**src/rtl/div_rsv_station.sv**
```systemverilog
// div_rsv_station: reservation station feeding a fixed-latency divider with CDB write-back.
// Define DIV_RSV_STALL_CNT_EN to add the stall_cnt issue-stall counter output.
module div_rsv_station #(
  parameter int NUM_ENTRIES = 2,
  parameter int TAG_W = 4,
  parameter int TAG_BASE = 1,
  parameter int DIV_LATENCY = 24
) (
  input  logic             clk,
  input  logic             rst_n,
  input  logic             flush,
  input  logic             issue_valid,
  output logic             issue_ready,
  output logic [TAG_W-1:0] issue_tag,
  input  logic [TAG_W-1:0] issue_qj,
  input  logic [31:0]      issue_vj,
  input  logic [TAG_W-1:0] issue_qk,
  input  logic [31:0]      issue_vk,
  input  logic             cdb_valid,
  input  logic [TAG_W-1:0] cdb_tag,
  input  logic [31:0]      cdb_data,
  output logic             fu_en,
  output logic [31:0]      fu_a,
  output logic [31:0]      fu_b,
  input  logic [31:0]      fu_res,
  output logic             wb_req,
  output logic [TAG_W-1:0] wb_tag,
  output logic [31:0]      wb_data,
  input  logic             wb_grant
`ifdef DIV_RSV_STALL_CNT_EN
  ,
  output logic [31:0]      stall_cnt
`endif
);
  localparam int IW = NUM_ENTRIES > 1 ? $clog2(NUM_ENTRIES) : 1;
  localparam int CW = $clog2(DIV_LATENCY + 1);
  typedef enum logic [2:0] {E_FREE, E_WAIT, E_READY, E_EXEC, E_DONE} ent_t;
  typedef enum logic [1:0] {U_IDLE, U_RUN, U_DONE, U_DRAIN} unit_t;
  ent_t             st[NUM_ENTRIES], st_n[NUM_ENTRIES];
  logic [TAG_W-1:0] qj[NUM_ENTRIES], qj_n[NUM_ENTRIES], qk[NUM_ENTRIES], qk_n[NUM_ENTRIES];
  logic [31:0]      vj[NUM_ENTRIES], vj_n[NUM_ENTRIES], vk[NUM_ENTRIES], vk_n[NUM_ENTRIES];
  unit_t            unit, unit_n;
  logic [CW-1:0]    cnt, cnt_n;
  logic [IW-1:0]    free_idx, rdy_idx, xidx;
  logic             free_hit, rdy_hit, do_issue, do_disp, do_grant, expire_ok, snp_j, snp_k;
  always_comb begin
    free_hit = 1'b0;
    free_idx = '0;
    rdy_hit = 1'b0;
    rdy_idx = '0;
    for (int i = NUM_ENTRIES - 1; i >= 0; i--) begin
      if (st[i] == E_FREE) begin free_hit = 1'b1; free_idx = IW'(i); end
      if (st[i] == E_READY) begin rdy_hit = 1'b1; rdy_idx = IW'(i); end
    end
  end
  assign issue_ready = free_hit;
  assign issue_tag = TAG_W'(TAG_BASE) + TAG_W'(free_idx);
  assign do_issue = issue_valid && free_hit && !flush;
  assign do_disp = unit == U_IDLE && rdy_hit && !flush;
  assign do_grant = unit == U_DONE && wb_grant && !flush;
  assign expire_ok = unit == U_RUN && cnt == '0 && !flush;
  // an operand broadcast in the issue cycle is taken straight off the CDB
  assign snp_j = cdb_valid && issue_qj != '0 && issue_qj == cdb_tag;
  assign snp_k = cdb_valid && issue_qk != '0 && issue_qk == cdb_tag;
  always_comb begin
    for (int i = 0; i < NUM_ENTRIES; i++) begin
      st_n[i] = st[i];
      qj_n[i] = qj[i];
      vj_n[i] = vj[i];
      qk_n[i] = qk[i];
      vk_n[i] = vk[i];
      if (st[i] == E_WAIT) begin
        if (cdb_valid && qj[i] != '0 && qj[i] == cdb_tag) begin qj_n[i] = '0; vj_n[i] = cdb_data; end
        if (cdb_valid && qk[i] != '0 && qk[i] == cdb_tag) begin qk_n[i] = '0; vk_n[i] = cdb_data; end
        st_n[i] = (qj_n[i] == '0 && qk_n[i] == '0) ? E_READY : E_WAIT;
      end
      if (do_issue && free_idx == IW'(i)) begin
        qj_n[i] = snp_j ? '0 : issue_qj;
        vj_n[i] = snp_j ? cdb_data : issue_vj;
        qk_n[i] = snp_k ? '0 : issue_qk;
        vk_n[i] = snp_k ? cdb_data : issue_vk;
        st_n[i] = (qj_n[i] == '0 && qk_n[i] == '0) ? E_READY : E_WAIT;
      end
      if (do_disp && rdy_idx == IW'(i)) st_n[i] = E_EXEC;
      if (expire_ok && xidx == IW'(i)) st_n[i] = E_DONE;
      if (do_grant && xidx == IW'(i)) st_n[i] = E_FREE;
      if (flush) st_n[i] = E_FREE;
    end
  end
  always_ff @(posedge clk or negedge rst_n) begin
    if (!rst_n) begin
      for (int i = 0; i < NUM_ENTRIES; i++) begin
        st[i] <= E_FREE;
        qj[i] <= '0;
        vj[i] <= '0;
        qk[i] <= '0;
        vk[i] <= '0;
      end
    end else begin
      st <= st_n;
      qj <= qj_n;
      vj <= vj_n;
      qk <= qk_n;
      vk <= vk_n;
    end
  end
  always_ff @(posedge clk or negedge rst_n) begin
    if (!rst_n) begin
      unit <= U_IDLE;
      cnt <= '0;
    end else begin
      unit <= unit_n;
      cnt <= cnt_n;
    end
  end
  // a flushed op still occupies the divider, so DRAIN waits out its latency
  always_comb begin
    unit_n = unit;
    cnt_n = (cnt != '0) ? cnt - CW'(1) : cnt;
    if (do_disp) begin
      unit_n = U_RUN;
      cnt_n = CW'(DIV_LATENCY - 1);
    end else if (unit == U_RUN) unit_n = (cnt == '0) ? (flush ? U_IDLE : U_DONE) : (flush ? U_DRAIN : U_RUN);
    else if (unit == U_DRAIN && cnt == '0) unit_n = U_IDLE;
    else if (unit == U_DONE && (flush || wb_grant)) unit_n = U_IDLE;
  end
  always_comb begin
    fu_en = unit == U_RUN && cnt == CW'(DIV_LATENCY - 1);
    wb_req = unit == U_DONE;
  end
  always_ff @(posedge clk or negedge rst_n) begin
    if (!rst_n) begin
      fu_a <= '0;
      fu_b <= '0;
      xidx <= '0;
      wb_tag <= '0;
      wb_data <= '0;
    end else begin
      if (do_disp) begin
        fu_a <= vj[rdy_idx];
        fu_b <= vk[rdy_idx];
        xidx <= rdy_idx;
      end
      if (expire_ok) begin
        wb_data <= fu_res;
        wb_tag <= TAG_W'(TAG_BASE) + TAG_W'(xidx);
      end
    end
  end
`ifdef DIV_RSV_STALL_CNT_EN
  always_ff @(posedge clk or negedge rst_n) begin
    if (!rst_n) stall_cnt <= '0;
    else if (issue_valid && !issue_ready && stall_cnt != '1) stall_cnt <= stall_cnt + 32'd1;
  end
`endif
endmodule

```
**config.mk**
```make
export PLATFORM = sky130hd
export DESIGN_NAME = div_rsv_station
export DESIGN_NICKNAME = d
export VERILOG_FILES = /design/src/rtl/div_rsv_station.sv
export SDC_FILE = /design/constraint.sdc
export NUM_CORES = 1
export LEC_CHECK = 0
export ABC_AREA = 1
export ABC_CLOCK_PERIOD_IN_PS = 2600
export CORE_MARGIN = 5
export CORE_UTILIZATION = 41
export CTS_CLUSTER_DIAMETER = 60
export CTS_CLUSTER_SIZE = 20
export DETAILED_ROUTE_END_ITERATION = 16
export PLACE_DENSITY = 0.66
export SLEW_MARGIN = 0
export SYNTH_ARGS = -nofsm -noshare
export SYNTH_HDL_FRONTEND = slang
export SYNTH_SLANG_ARGS = --single-unit
```
**constraint.sdc**
```tcl
create_clock -name clk -period 2.6 [get_ports clk]
set_input_delay 0.65 -clock clk [delete_from_list [all_inputs] [get_ports clk]]
set_output_delay 0.65 -clock clk [all_outputs]
set_load 0.01 [all_outputs]
```
==> summary.md <==
| Metric | Value |
|---|---|
| Placed Area | `16120 sq um` |
| TNS Setup | `0 ps` |
| CP arrival | `1780 ps` |
| Worst-Margin Slew | `1168 ps` |
| Cells after Synth | `1579` |
| DR pass1 iterations | `5` |
| Fillers | `2894` |
| Routed len/inst | `18.45 microns` |
| Worst IR Drop VDD | `0.4761 mV` |
| Initial Util | `41.21%` |
| Fmax | `411.2 MHz` |
| Vias | `12120` |
| Largest net degree at the start of global routing | `66` |
| CP max-delay cell | `clkdlybuf4s50_1` |
| Slowest cell delay on critical path | `620 ps` |
| PortBufs | `248` |
| Final Wtd Congestion | `0.9475` |
| Clk_lat worst skew | `530 ps` |
| Leak pwr | `8.204 nW` |
| CTS clk-pin slew, worst paths | `80 ps` |
| Synth Cell Area | `12900 sq um` |
| Status | `complete, no violations` |
| First-pass GRT wire length | `66.82 mm` |
| Post-route DRC | `0` |
| Vias in the first global route | `12200` |
| Row cnt | `65` |
| Share of layout cells above drive strength 1 | `10.51%` |
| Final worst slack | `167.8 ps` |
| Final Critical Period | `2432 ps` |
| Critical path launch point type | `flip-flop` |
| Worst reg2reg path endpoint | `qk[1]` |
| Design area | `16950 sq um` |
| Synth cell types | `38` |
| Hold Slack | `69.59 ps` |
| CP Capture Type | `primary output` |
| Register area share after synthesis | `49.65%` |
| Synth-to-Final Area Change | `31.33%` |
| Final nets | `1969` |
| Worst slack at placement | `-329.0 ps` |
| Crit path max fanout | `4` |
| CORE AREA | `31310 sq um` |
| Yosys warning count | `0` |
| Area of the multi-input gates | `5698 sq um` |
| Antenna violations before repair | `0` |
| Total Power | `12.90 mW` |
| Routed Antenna Nets | `0` |
| TritonCTS Buffers | `23` |
| Worst rel slew slack | `21.96%` |
| Critical path class | `flip-flop to primary output` |
| Syn_area_per_cell | `8.172 sq um` |
| Critical Path, Cell by Cell | `inv_1 -> nor2_1 -> clkdlybuf4s50_1` |
| Post-Layout Cell Count | `2239` |
| H-tree levels | `1` |
| Congestion Overflow GR | `0` |
| Post-CTS Setup Repair Bufs | `0` |
| Tot GR Track Use | `23.06%` |
| HP Class | `primary input to async pin` |
| Post-DP HPWL | `27.82 mm` |
| CTS tree | `built` |
| Die area | `35120 sq um` |
| CTS Buffer Depth | `3` |
| RSZ-0062 raised after global routing | `no` |
| Final Cycle Share | `93.54%` |
| Starting DRT DRC Count | `949` |
| IO Pins | `253` |
| CTS root buf | `clkbuf_16` |
| Critical R2R Launch | `qk[1]` |
| Placed Cells | `2197` |
| Synthesis-stage register bit count | `256` |
| Final Util | `54.12%` |
| Count of max-cap constraint violations | `0` |
| Pwr dens | `761.5 nW/um^2` |
| Worst endpoint required time | `1950 ps` |
| Final setup vio count | `0` |
| Vias per cell | `5.414` |
| DIE HEIGHT | `187.4 microns` |
| Pins over their slew limit | `0` |
| Register area | `6409 sq um` |
| Flop-to-flop setup slack | `360 ps` |
| Hold Fails Final Rpt | `0` |
| Clk sinks | `256` |
| Die Wd | `187.4 microns` |
| Post-Route WL | `41.31 mm` |
| Clk_skew | `19.14 ps` |
| FF-to-FF path depth | `9` |
==> per-layer routing <==
layer	share of wire (%)	wire (microns)	vias to the layer above	track usage (%)
met5	0	0	-	0
met1	44	18330	5825	31.53
met3	6.9	2860	76	4.199
met2	46	18890	502	37.52
li1	-	-	5719	-
met4	3.0	1228	0	7.284
==> placed cells by master (no fill, tap or decap), drive strengths merged, types with 4 or more instances in the layout <==
cell type	instances
a21oi	14
a221oi	4
a211oi	4
clkdlybuf4s50	243
o211ai	128
nor2	30
a22oi	41
nand2	691
dfrtp	256
o21ai	80
nor3	4
buf	64
clkbuf	26
conb	4
o221ai	5
clkinv	6
inv	94
nand3	114
nand4	7
==> cell usage after synthesis <==
cell type	count	area [sq um]
nand4_1	3	18.77
ha_1	3	37.54
nand3_2	6	60.06
xor2_1	2	17.52
dfrtp_1	256	6406
a21oi_1	13	65.06
nor2_1	19	71.32
buf_6	14	157.7
nor3_2	2	20.02
o21ai_0	37	185.2
buf_4	10	75.07
buf_1	9	33.78
inv_1	73	274.0
a221oi_1	4	35.03
o221ai_1	5	43.79
nor2_2	11	68.82
o211ai_2	33	412.9
nand3_1	108	540.5
inv_2	15	56.30
o21ai_2	10	87.58
a21oi_2	1	8.760
o41ai_1	2	17.52
a31oi_1	2	12.51
o211ai_1	95	713.2
clkbuf_1	36	135.1
nand2_2	3	18.77
o2111ai_1	1	8.760
nand2_1	688	2582
o21ai_1	33	165.2
buf_2	29	145.1
nand4_2	4	50.05
conb_1	1	3.750
a311oi_1	1	8.760
o22ai_1	2	12.51
a22oi_1	41	307.8
nor4_1	1	6.260
a211oi_1	4	30.03
nor3_1	2	10.01
==> layout make-up <==
| class | count | share of cell area (%) |
|---|---|---|
| Tap cell | 402 | 2.968 |
| Inverter | 88 | 1.949 |
| Antenna cell | 1 | 0.01477 |
| Clock inverter | 15 | 1.159 |
| Multi-Input combinational cell | 1140 | 33.62 |
| Timing Repair Buffer | 311 | 18.89 |
| Clock buffer | 26 | 3.581 |
| Sequential cell | 256 | 37.82 |
==> worst max-delay path, delay by kind of cell (launching register included) <==
kind                   cells  cell delay [ps]
AND/OR/NAND/NOR            1              200
buffers and inverters      2              690
flip-flops                 1              380
==> power breakdown <==
part           switching, mW  internal (mW)
combinational           1.87           1.57
sequential             0.744           5.11
clock                   1.66           1.95
total                   4.27           8.63
==> worst max-delay path by stage <==
stage                from           end  slack (ps)  depth (start not counted)
2_1_floorplan  cdb_tag[1]        vj[11]         870                          7
3_3_place_gp   cdb_tag[3]         qk[1]        -270                          9
3_5_place_dp   cdb_tag[1]         qk[1]        -330                         10
4_1_cts             st[0]  issue_tag[1]         -40                          4
5_1_grt        cdb_tag[1]         qk[3]          10                         10
6_report          unit[1]        wb_req         170                          3
==> cells by family (layout without fill, tap and decap cells) <==
logic type | Yosys count | in the layout | synth area share (%)
and+or+nand+nor | 847 | 847 | 26.71
other | 1 | 5 | 0.02906
xor gates and xnor gates | 2 | 2 | 0.1358
adders and majority gates | 3 | 3 | 0.2909
buffers and inverters | 186 | 440 | 6.797
DFF | 256 | 256 | 49.65
AOI/OAI and AO/OA | 284 | 284 | 16.39
==> flip-flops by register name (all words and copies together) (netlist names) <==
register  flops
cnt           5
qj            8
vk           64
st            6
wb_data      32
qk            8
xidx          1
wb_tag        2
vj           64
fu_b         32
fu_a         32
unit          2
==> repair_timing <==
| action | in CTS | in global routing |
|---|---|---|
| endpoints found under the setup margin | 4 | 2 |
| pin swaps | 0 | 2 |
| hold buffers | 0 | 0 |
| resized for setup | 4 | 5 |
Note: power is estimated with default switching activity, not from simulation.
